==> src/rtl/farm_vehicle_detector.sv <==
// Farm-road vehicle detector: synchronizes and debounces the loop sensor and holds the
// X request until the signal controller serves the farm road. Optional FVD_STUCK_EN adds stuck-loop detection.
module farm_vehicle_detector #(
    parameter int DEBOUNCE    = 4,
    parameter int WAIT_W      = 16,
    parameter int STUCK_LIMIT = 1000
) (
    input  logic              clk,
    input  logic              rst,
    input  logic              loop_raw,
    input  logic [1:0]        fwy,
    output logic              X,
    output logic              det,
    output logic [WAIT_W-1:0] wait_cnt,
    output logic              fault
);

    localparam int DB_W = (DEBOUNCE > 1) ? $clog2(DEBOUNCE) : 1;
    localparam logic [DB_W-1:0] DB_LAST = DB_W'(DEBOUNCE - 1);

    localparam logic [1:0] S_IDLE  = 2'd0;
    localparam logic [1:0] S_REQ   = 2'd1;
    localparam logic [1:0] S_SERVE = 2'd2;
    localparam logic [1:0] S_CLEAR = 2'd3;

    localparam logic [1:0] FWY_GREEN = 2'b00;

    if (DEBOUNCE < 1 || STUCK_LIMIT < 1) begin : g_param_error
        $error("farm_vehicle_detector: DEBOUNCE and STUCK_LIMIT must be at least 1");
    end

    function automatic logic [WAIT_W-1:0] sat_inc(input logic [WAIT_W-1:0] v);
        return (&v) ? v : v + 1'b1;
    endfunction

    logic            s1;
    logic            s2;
    logic [DB_W-1:0] db_cnt;
    logic [1:0]      state;
    logic [1:0]      state_next;
    logic            x_next;
    logic [WAIT_W-1:0] wait_next;
    logic            fwy_green;
    logic            fwy_red;
    logic            hold;

    // Synchronizer: loop_raw is asynchronous to clk
    always_ff @(posedge clk or negedge rst) begin
        if (!rst) begin
            s1 <= 1'b0;
            s2 <= 1'b0;
        end else begin
            s1 <= loop_raw;
            s2 <= s1;
        end
    end

    // Debounce: det only flips after s2 has disagreed with it for DEBOUNCE consecutive cycles
    always_ff @(posedge clk or negedge rst) begin
        if (!rst) begin
            det    <= 1'b0;
            db_cnt <= '0;
        end else if (s2 == det) begin
            db_cnt <= '0;
        end else if (db_cnt == DB_LAST) begin
            det    <= s2;
            db_cnt <= '0;
        end else begin
            db_cnt <= db_cnt + 1'b1;
        end
    end

`ifdef FVD_STUCK_EN
    localparam int STK_W = $clog2(STUCK_LIMIT + 1);
    localparam logic [STK_W-1:0] STK_HI = STK_W'(STUCK_LIMIT);

    logic [STK_W-1:0] stuck_cnt;

    always_ff @(posedge clk or negedge rst) begin
        if (!rst) begin
            stuck_cnt <= '0;
            fault     <= 1'b0;
        end else if (!det) begin
            stuck_cnt <= '0;
            fault     <= 1'b0;
        end else begin
            if (stuck_cnt != STK_HI) begin
                stuck_cnt <= stuck_cnt + 1'b1;
            end
            if (stuck_cnt >= STK_HI - 1'b1) begin
                fault <= 1'b1;
            end
        end
    end
`else
    assign fault = 1'b0;
`endif

    assign hold      = fault;
    assign fwy_green = (fwy == FWY_GREEN);
    // 2'b11 is an illegal code and counts as RED
    assign fwy_red   = fwy[1];

    always_comb begin
        state_next = state;
        x_next     = 1'b0;
        wait_next  = wait_cnt;
        case (state)
            S_IDLE: begin
                if (det) begin
                    state_next = S_REQ;
                    x_next     = 1'b1;
                    wait_next  = '0;
                end
            end
            S_REQ: begin
                wait_next = sat_inc(wait_cnt);
                x_next    = 1'b1;
                if (fwy_green) begin
                    state_next = S_SERVE;
                    x_next     = det;
                end
            end
            S_SERVE: begin
                // X extends farm green while vehicles remain
                if (fwy_green) begin
                    x_next = det;
                end else begin
                    state_next = S_CLEAR;
                end
            end
            S_CLEAR: begin
                if (fwy_red) begin
                    state_next = S_IDLE;
                end
            end
            default: begin
                state_next = S_IDLE;
            end
        endcase
        if (hold) begin
            state_next = S_IDLE;
            x_next     = 1'b0;
            wait_next  = wait_cnt;
        end
    end

    always_ff @(posedge clk or negedge rst) begin
        if (!rst) begin
            state    <= S_IDLE;
            X        <= 1'b0;
            wait_cnt <= '0;
        end else begin
            state    <= state_next;
            X        <= x_next;
            wait_cnt <= wait_next;
        end
    end

endmodule

==> config.mk <==
export PLATFORM = sky130hd
export DESIGN_NAME = farm_vehicle_detector
export DESIGN_NICKNAME = d
export VERILOG_FILES = /design/src/rtl/farm_vehicle_detector.sv
export SDC_FILE = /design/constraint.sdc
export NUM_CORES = 1
export LEC_CHECK = 0
export CORE_MARGIN = 1.5
export CORE_UTILIZATION = 40
export DETAILED_ROUTE_END_ITERATION = 12
export HOLD_SLACK_MARGIN = 0.03
export PLACE_DENSITY_LB_ADDON = 0.12
export SKIP_CTS_REPAIR_TIMING = 1
export SLEW_MARGIN = 20
export SYNTH_ARGS = -nofsm -noshare
export SYNTH_HDL_FRONTEND = slang
export SYNTH_SLANG_ARGS = --single-unit
==> constraint.sdc <==
create_clock -name clk -period 2.6 [get_ports clk]
set_input_delay 0.26 -clock clk [delete_from_list [all_inputs] [get_ports clk]]
set_output_delay 0.26 -clock clk [all_outputs]
set_load 0.005 [all_outputs]
==> impl_metrics.csv, run 1 <==
group,metric,value,unit
floorplanning,die_w,62.5,um
grt,grtUsageTotal,16.9,%
detailed_routing,drt-total-wl,3110,um
synthesis,ys_seq_area_share,42.5,%
critical_path,arrival,2190,ps
synthesis,synthTopCellsByArea,"dfrtp_1 (42%), ha_1 (6.2%), nand3_1 (3.9%)",
critical_path,startpoint_type,"flop",
clock_tree,path_clk_slew,130,ps
worst_hold_path,min_path_type,"input pin to async pin",
timing,rsz0062_at_grt,"no",
critical_path,crit_type,"flop to flop",
floorplanning,io_pins,24,
detailed_routing,vias,1249,
status,run_status,"completed",
timing,setup_viol_count_final,0,
clock_tree,cts_made_buffers,3,
critical_path,critPathMaxFanout,13,
timing,period_needed,1970,ps
cells_and_area,syn2layout_area_growth,20.7,%
synthesis,synth-edff-count,0,
cells_and_area,design_area,1710,um2
grt,met1_usage,23.2,%
cells_and_area,nNetsFinal,182,
cells_and_area,drive_above_1_share,9.52,%
synthesis,synth_nets,156,
synthesis,synth_ff_type,"dfrtp_1",
grt,grt_max_degree,25,
timing,fin_crit_sh,75.9,%
floorplanning,rows,21,
floorplanning,core,3360,um2
grt,met2_usage,28.0,%
grt,grt_pass1_wl,5340,um
timing,worst_pin_slew,594,ps
synthesis,yosysWarnings,0,
detailed_routing,ant_nets,0,
floorplanning,die_area,3900,um2
clock_tree,clock_latency,310,ps
detailed_routing,wl_per_cell,14.5,um
grt,antenna_found_initial,0,
grt,grt.busiest_layer,"met2",
place,dpl_cell_area,1680,um2
pwr,power_density,757,nW/um2
detailed_routing,first_pass_iters,4,
detailed_routing,routed_via_density,5.84,
clock_tree,h-tree-depth,1,
clock_tree,clock_path_buffers,2,
pwr,peakVddDrop,0.449,mV
floorplanning,die-height,62.5,um
synthesis,synth_top_cell_by_area,"dfrtp_1",
grt,grt-ovfl-total,0,
timing,drv_slew,0,
floorplanning,initial_core_util,42.0,%
grt,grt_pass1_vias,1135,
job,cap_violations,0,
timing,worst_hold_slack,294,ps
synthesis,synthArstFlopShare,100,%
clock_tree,cts_tree,"built",
pwr,leakagePower,0.750,nW
timing,fin_skew,4.18,ps
critical_path,crit_required,2810,ps
timing,fmax,0.507,GHz
synthesis,synth_cell_types,47,
timing,final_hold_viol_count,0,
place,gp_congestion,0.836,
synthesis,synth_cells,144,
cells_and_area,diodes,0,
detailed_routing,drc,0,
clock_tree,cts-root-buf,"clkbuf_4",
clock_tree,cts_sinks,24,
synthesis,synth-seq-cells,24,
critical_path,cp-end-kind,"flop",
cells_and_area,post-route-util,50.7,%
place,hpwlAfterDp,2220,um
synthesis,syn_area,1410,um2
synthesis,yosys.area.top_type_share,42.5,%
place,io_buffers,22,
timing,maxSlewHeadroom,60.0,%
synthesis,syn_area_per_cell,9.82,um2
timing,setup-tns-final,0,ps
detailed_routing,drtIter0Drc,93,
grt,met3_usage,1.62,%
## worst paths after layout
path / start / end / slack [ps] / depth (start not counted)
min in group clk: s1$_DFF_PN0_ / s2$_DFF_PN0_ / 370 / 0
max in group asynchronous: rst / wait_cnt[12]$_DFFE_PN0P_ / 2060 / 2
setup / recovery: state[1]$_DFFE_PN0P_ / state[1]$_DFFE_PN0P_ / 630 / 6
hold reg to reg: s1$_DFF_PN0_ / s2$_DFF_PN0_ / 370 / 0
hold / removal: rst / wait_cnt[7]$_DFFE_PN0P_ / 290 / 2
setup reg to reg: state[1]$_DFFE_PN0P_ / state[1]$_DFFE_PN0P_ / 630 / 6
## area by class of cell
type	count	area [um2]
timing repair buffer	24	235
multi-input combinational	111	768
clock buffer	3	22.5
fill	346	1660
sequential	24	601
tap	46	57.6
inverter	6	22.5
## through the flow
stage	std cells	total power, W	setup WS (ps)
after floorplan	144	0.000944	995
after global placement	211	0.00112	728
after detailed placement	211	0.00114	630
after CTS	214	0.00131	614
after global routing	214	0.00141	448
final	214	0.00129	627
## cell families (layout without fill, tap and decap cells)
group                    Yosys count  count (layout)  synth area share (%)
flip-flops                        24              24                  42.5
buffers and inverters              9              33                  3.19
adder cells (fa/ha/maj)            7               7                  6.19
multiplexers                       6               6                  4.42
AND/OR/NAND/NOR                   59              59                  23.8
other                              1               1                 0.265
AO/OA/AOI/OAI                     37              37                  19.0
XOR/XNOR                           1               1                 0.620
## critical path, stage by stage (launching register included)
cell and delay (ps):
dfrtp_1 430, inv_1 110, ha_1 400, inv_1 190
o21a_1 140, o21ai_1 230, mux2_2 360
## power breakdown
part | leakage [nW] | switching [W] | internal (W)
sequential | 0.318 | 0.0000814 | 0.000437
combinational | 0.419 | 0.000347 | 0.000263
clock | 0.0138 | 0.000109 | 0.0000542
total | 0.750 | 0.000538 | 0.000754
## state kept, by name, summed over array words and instances (netlist names)
name / count
s2: 1
wait_cnt: 16
state: 2
det: 1
X: 1
s1: 1
db_cnt: 2
## synthesized netlist by cell type, types with 2 or more instances
library cell and number:
mux2_2 2, a31oi_1 2, nand2_1 11, nand4_1 5
nor4_1 3, dfrtp_1 24, nand3_1 11, ha_1 7
o21ai_0 3, o31ai_1 3, a211o_1 4, inv_1 6
and3_1 4, mux2i_1 4, o211ai_1 3, nor3_1 6
nor2b_1 3, o22ai_1 2, nor2_1 6, a21oi_1 6
a41oi_1 3
## cells in the final DEF (no fill, tap or decap), types with 5 or more instances in the layout
cell	Yosys	final
dfrtp_1	24	24
clkdlybuf4s50_1	0	22
nand3_1	11	11
nand2_1	11	11
ha_1	7	7
inv_1	6	6
nor3_1	6	6
a21oi_1	6	6
nor2_1	6	6
nand4_1	5	5
## per-layer routing
layer	up-vias	part of all wire, %
met1	614	45
met3	2	4.0
li1	600	-
met2	33	51
met4	0	0.61
met5	-	0
(Power assumes the default switching activity.)
==> run 2, diff against run 1 <==
Clock period 2.6 ns to 2 ns, I/O delays scaled along.
==> run 2 against run 1 <==
Sequential power is 26% higher. Global-route usage is 0.76 points higher. Via count is 1.6% lower. Critical path depth stayed put. Clock skew is 8.1 ps higher. Die area stayed put. Worst hold slack worse by 88 ps. Non-clock buffer count is 1 higher. Utilization is 1.1 points higher. Clock power is 110% higher. Sequential cell count stayed put. Critical path type unchanged. Critical endpoint is now wait_cnt[1]$_DFFE_PN0P_.
==> impl_metrics.csv, run 2 (synthesis results as in run 1) <==
group,metric,value,unit
grt,grt-ovfl-total,0,
detailed_routing,drt-total-wl,3150,um
place,io_buffers,22,
grt,grt_max_degree,25,
pwr,power_frac_comb,45.2,%
grt,grt_pass1_wl,5500,um
floorplanning,die_w,62.5,um
clock_tree,cts_made_buffers,3,
status,run_status,"completed",
clock_tree,h-tree-depth,1,
pwr,internal-power,0.00112,W
cells_and_area,final_cell_mix,"dfrtp_1 (24), clkdlybuf4s50_1 (22), nand3_1 (11), nand2_1 (11), ha_1 (7)",
clock_tree,cts_tree,"built",
place,gp_congestion,0.832,
cells_and_area,mostFrequentLayoutCell,"dfrtp_1",
timing,worst_hold_slack,206,ps
critical_path,crit_required,2260,ps
critical_path,cp-end-kind,"flop",
clock_tree,cts_sinks,24,
timing,setup-tns-final,0,ps
timing,fin_crit_sh,91.2,%
critical_path,regToRegSetupSlack,180,ps
clock_tree,clock_path_buffers,2,
cells_and_area,nFillCells,339,
detailed_routing,first_pass_iters,4,
floorplanning,io_pins,24,
pwr,finalPower,0.00183,W
cells_and_area,nNetsFinal,183,
timing,worst_pin_slew,603,ps
worst_hold_path,min_path_type,"input pin to async pin",
pwr,peakVddDrop,0.606,mV
cells_and_area,drive_above_1_share,10.6,%
timing,period_needed,1820,ps
clock_tree,cts-root-buf,"clkbuf_4",
detailed_routing,drtIter0Drc,91,
floorplanning,rows,21,
critical_path,crit_type,"flop to flop",
detailed_routing,wl_per_cell,14.6,um
cells_and_area,registers.top_by_ff_count,"wait_cnt",
timing,maxSlewHeadroom,59.3,%
grt,grtUsageTotal,17.7,%
detailed_routing,ant_nets,0,
cells_and_area,largest_registers,"wait_cnt (16), db_cnt (2), state (2)",
timing,fmax,0.548,GHz
pwr,pwr-share-seq,35.6,%
pwr,leakagePower,0.769,nW
floorplanning,initial_core_util,42.0,%
timing,setup_viol_count_final,0,
detailed_routing,routed_via_density,5.69,
clock_tree,path_clk_slew,130,ps
clock_tree,clock_latency,330,ps
timing,rsz0062_at_grt,"no",
timing,fin_skew,12.3,ps
critical_path,arrival,2080,ps
critical_path,startpoint_type,"flop",
grt,grt_pass1_vias,1193,
timing,final_hold_viol_count,0,
critical_path,worstReg2RegEnd,"wait_cnt[1]$_DFFE_PN0P_",
pwr,power.switching,0.000708,W
place,hpwlAfterDp,2330,um
floorplanning,die_area,3900,um2
floorplanning,die-height,62.5,um
detailed_routing,vias,1229,
pwr,switching_share,38.7,%
job,cap_violations,0,
cells_and_area,syn2layout_area_growth,23.4,%
cells_and_area,largest_register_ffs,16,
cells_and_area,diodes,0,
floorplanning,core,3360,um2
timing,drv_slew,0,
pwr,power_density,1050,nW/um2
critical_path,critPathMaxFanout,7,
critical_path,r2r_start,"state[0]$_DFFE_PN0P_",
pwr,p_clk_share,19.1,%
detailed_routing,drc,0,
grt,antenna_found_initial,0,
critical_path,r2r_cells,6,
[run 2: cell types whose count changed in the layout (fill, tap and decap cells not counted), sizes merged]
| cell | delta |
|---|---|
| bufinv | +1 |
| buf | +1 |
[run 2: layout make-up]
type,instances,area (um2),share of cell area [%]
clock buffers,3,22.5,1.29
clock inverters,1,30.0,1.72
inverters,6,22.5,1.29
multi-input cells,111,768,44.0
flip-flops and latches,24,601,34.4
well taps,46,57.6,3.30
repair buffers,25,243,13.9
[run 2: per-stage QoR]
stage / worst slack, ps / instance area (um2) / std cells / utilization [%]
CTS: 183 / 1740 / 216 / 51.9
global route: 16.0 / 1740 / 216 / 51.9
finish: 175 / 1740 / 216 / 51.9
detailed placement: 190 / 1690 / 212 / 50.3
global placement: 225 / 1690 / 212 / 50.3
floorplan: 395 / 1410 / 144 / -
[run 2: critical path: stages (launching register included)]
cell and delay (ps):
dfrtp_1 400, inv_1 100, ha_1 280, nand2b_2 150, o21ai_0 250, a21oi_1 350
mux2i_1 240
[run 2: worst max path at each step]
stage / startpoint / to / slack, ps / cells after the start
3_5_place_dp: state[0]$_DFFE_PN0P_ / wait_cnt[1]$_DFFE_PN0P_ / 190 / 6
6_report: state[0]$_DFFE_PN0P_ / wait_cnt[1]$_DFFE_PN0P_ / 180 / 6
4_1_cts: state[0]$_DFFE_PN0P_ / wait_cnt[1]$_DFFE_PN0P_ / 180 / 6
2_1_floorplan: wait_cnt[0]$_DFFE_PN0P_ / wait_cnt[10]$_DFFE_PN0P_ / 400 / 5
5_1_grt: state[0]$_DFFE_PN0P_ / wait_cnt[1]$_DFFE_PN0P_ / 20 / 6
3_3_place_gp: state[0]$_DFFE_PN0P_ / wait_cnt[1]$_DFFE_PN0P_ / 220 / 6
[run 2: power by group through the flow]
stage                     registers, W  logic (W)  clock network, W
after detailed placement      0.000663   0.000832                 0
after global placement        0.000655   0.000821                 0
after CTS                     0.000655   0.000835          0.000364
after floorplan               0.000661   0.000566                 0
after global routing          0.000667   0.000928          0.000387
final                         0.000652   0.000828          0.000351
[run 2: routing by layer]
metal,track usage (%),vias to the layer above,routed length (um)
met1,22.4,586,1410
met5,0,-,0
met4,7.22,0,65
met3,3.24,7,126
li1,-,602,-
met2,29.8,34,1550
==> run 3, diff against run 2 <==
Settings changed: ABC_CLOCK_PERIOD_IN_PS set to 2000, HOLD_SLACK_MARGIN 0.03 to not set, SKIP_LAST_GASP set to 1.
==> results of run 3 <==
No change in the layout: final DEF, timing and power equal those of run 2.
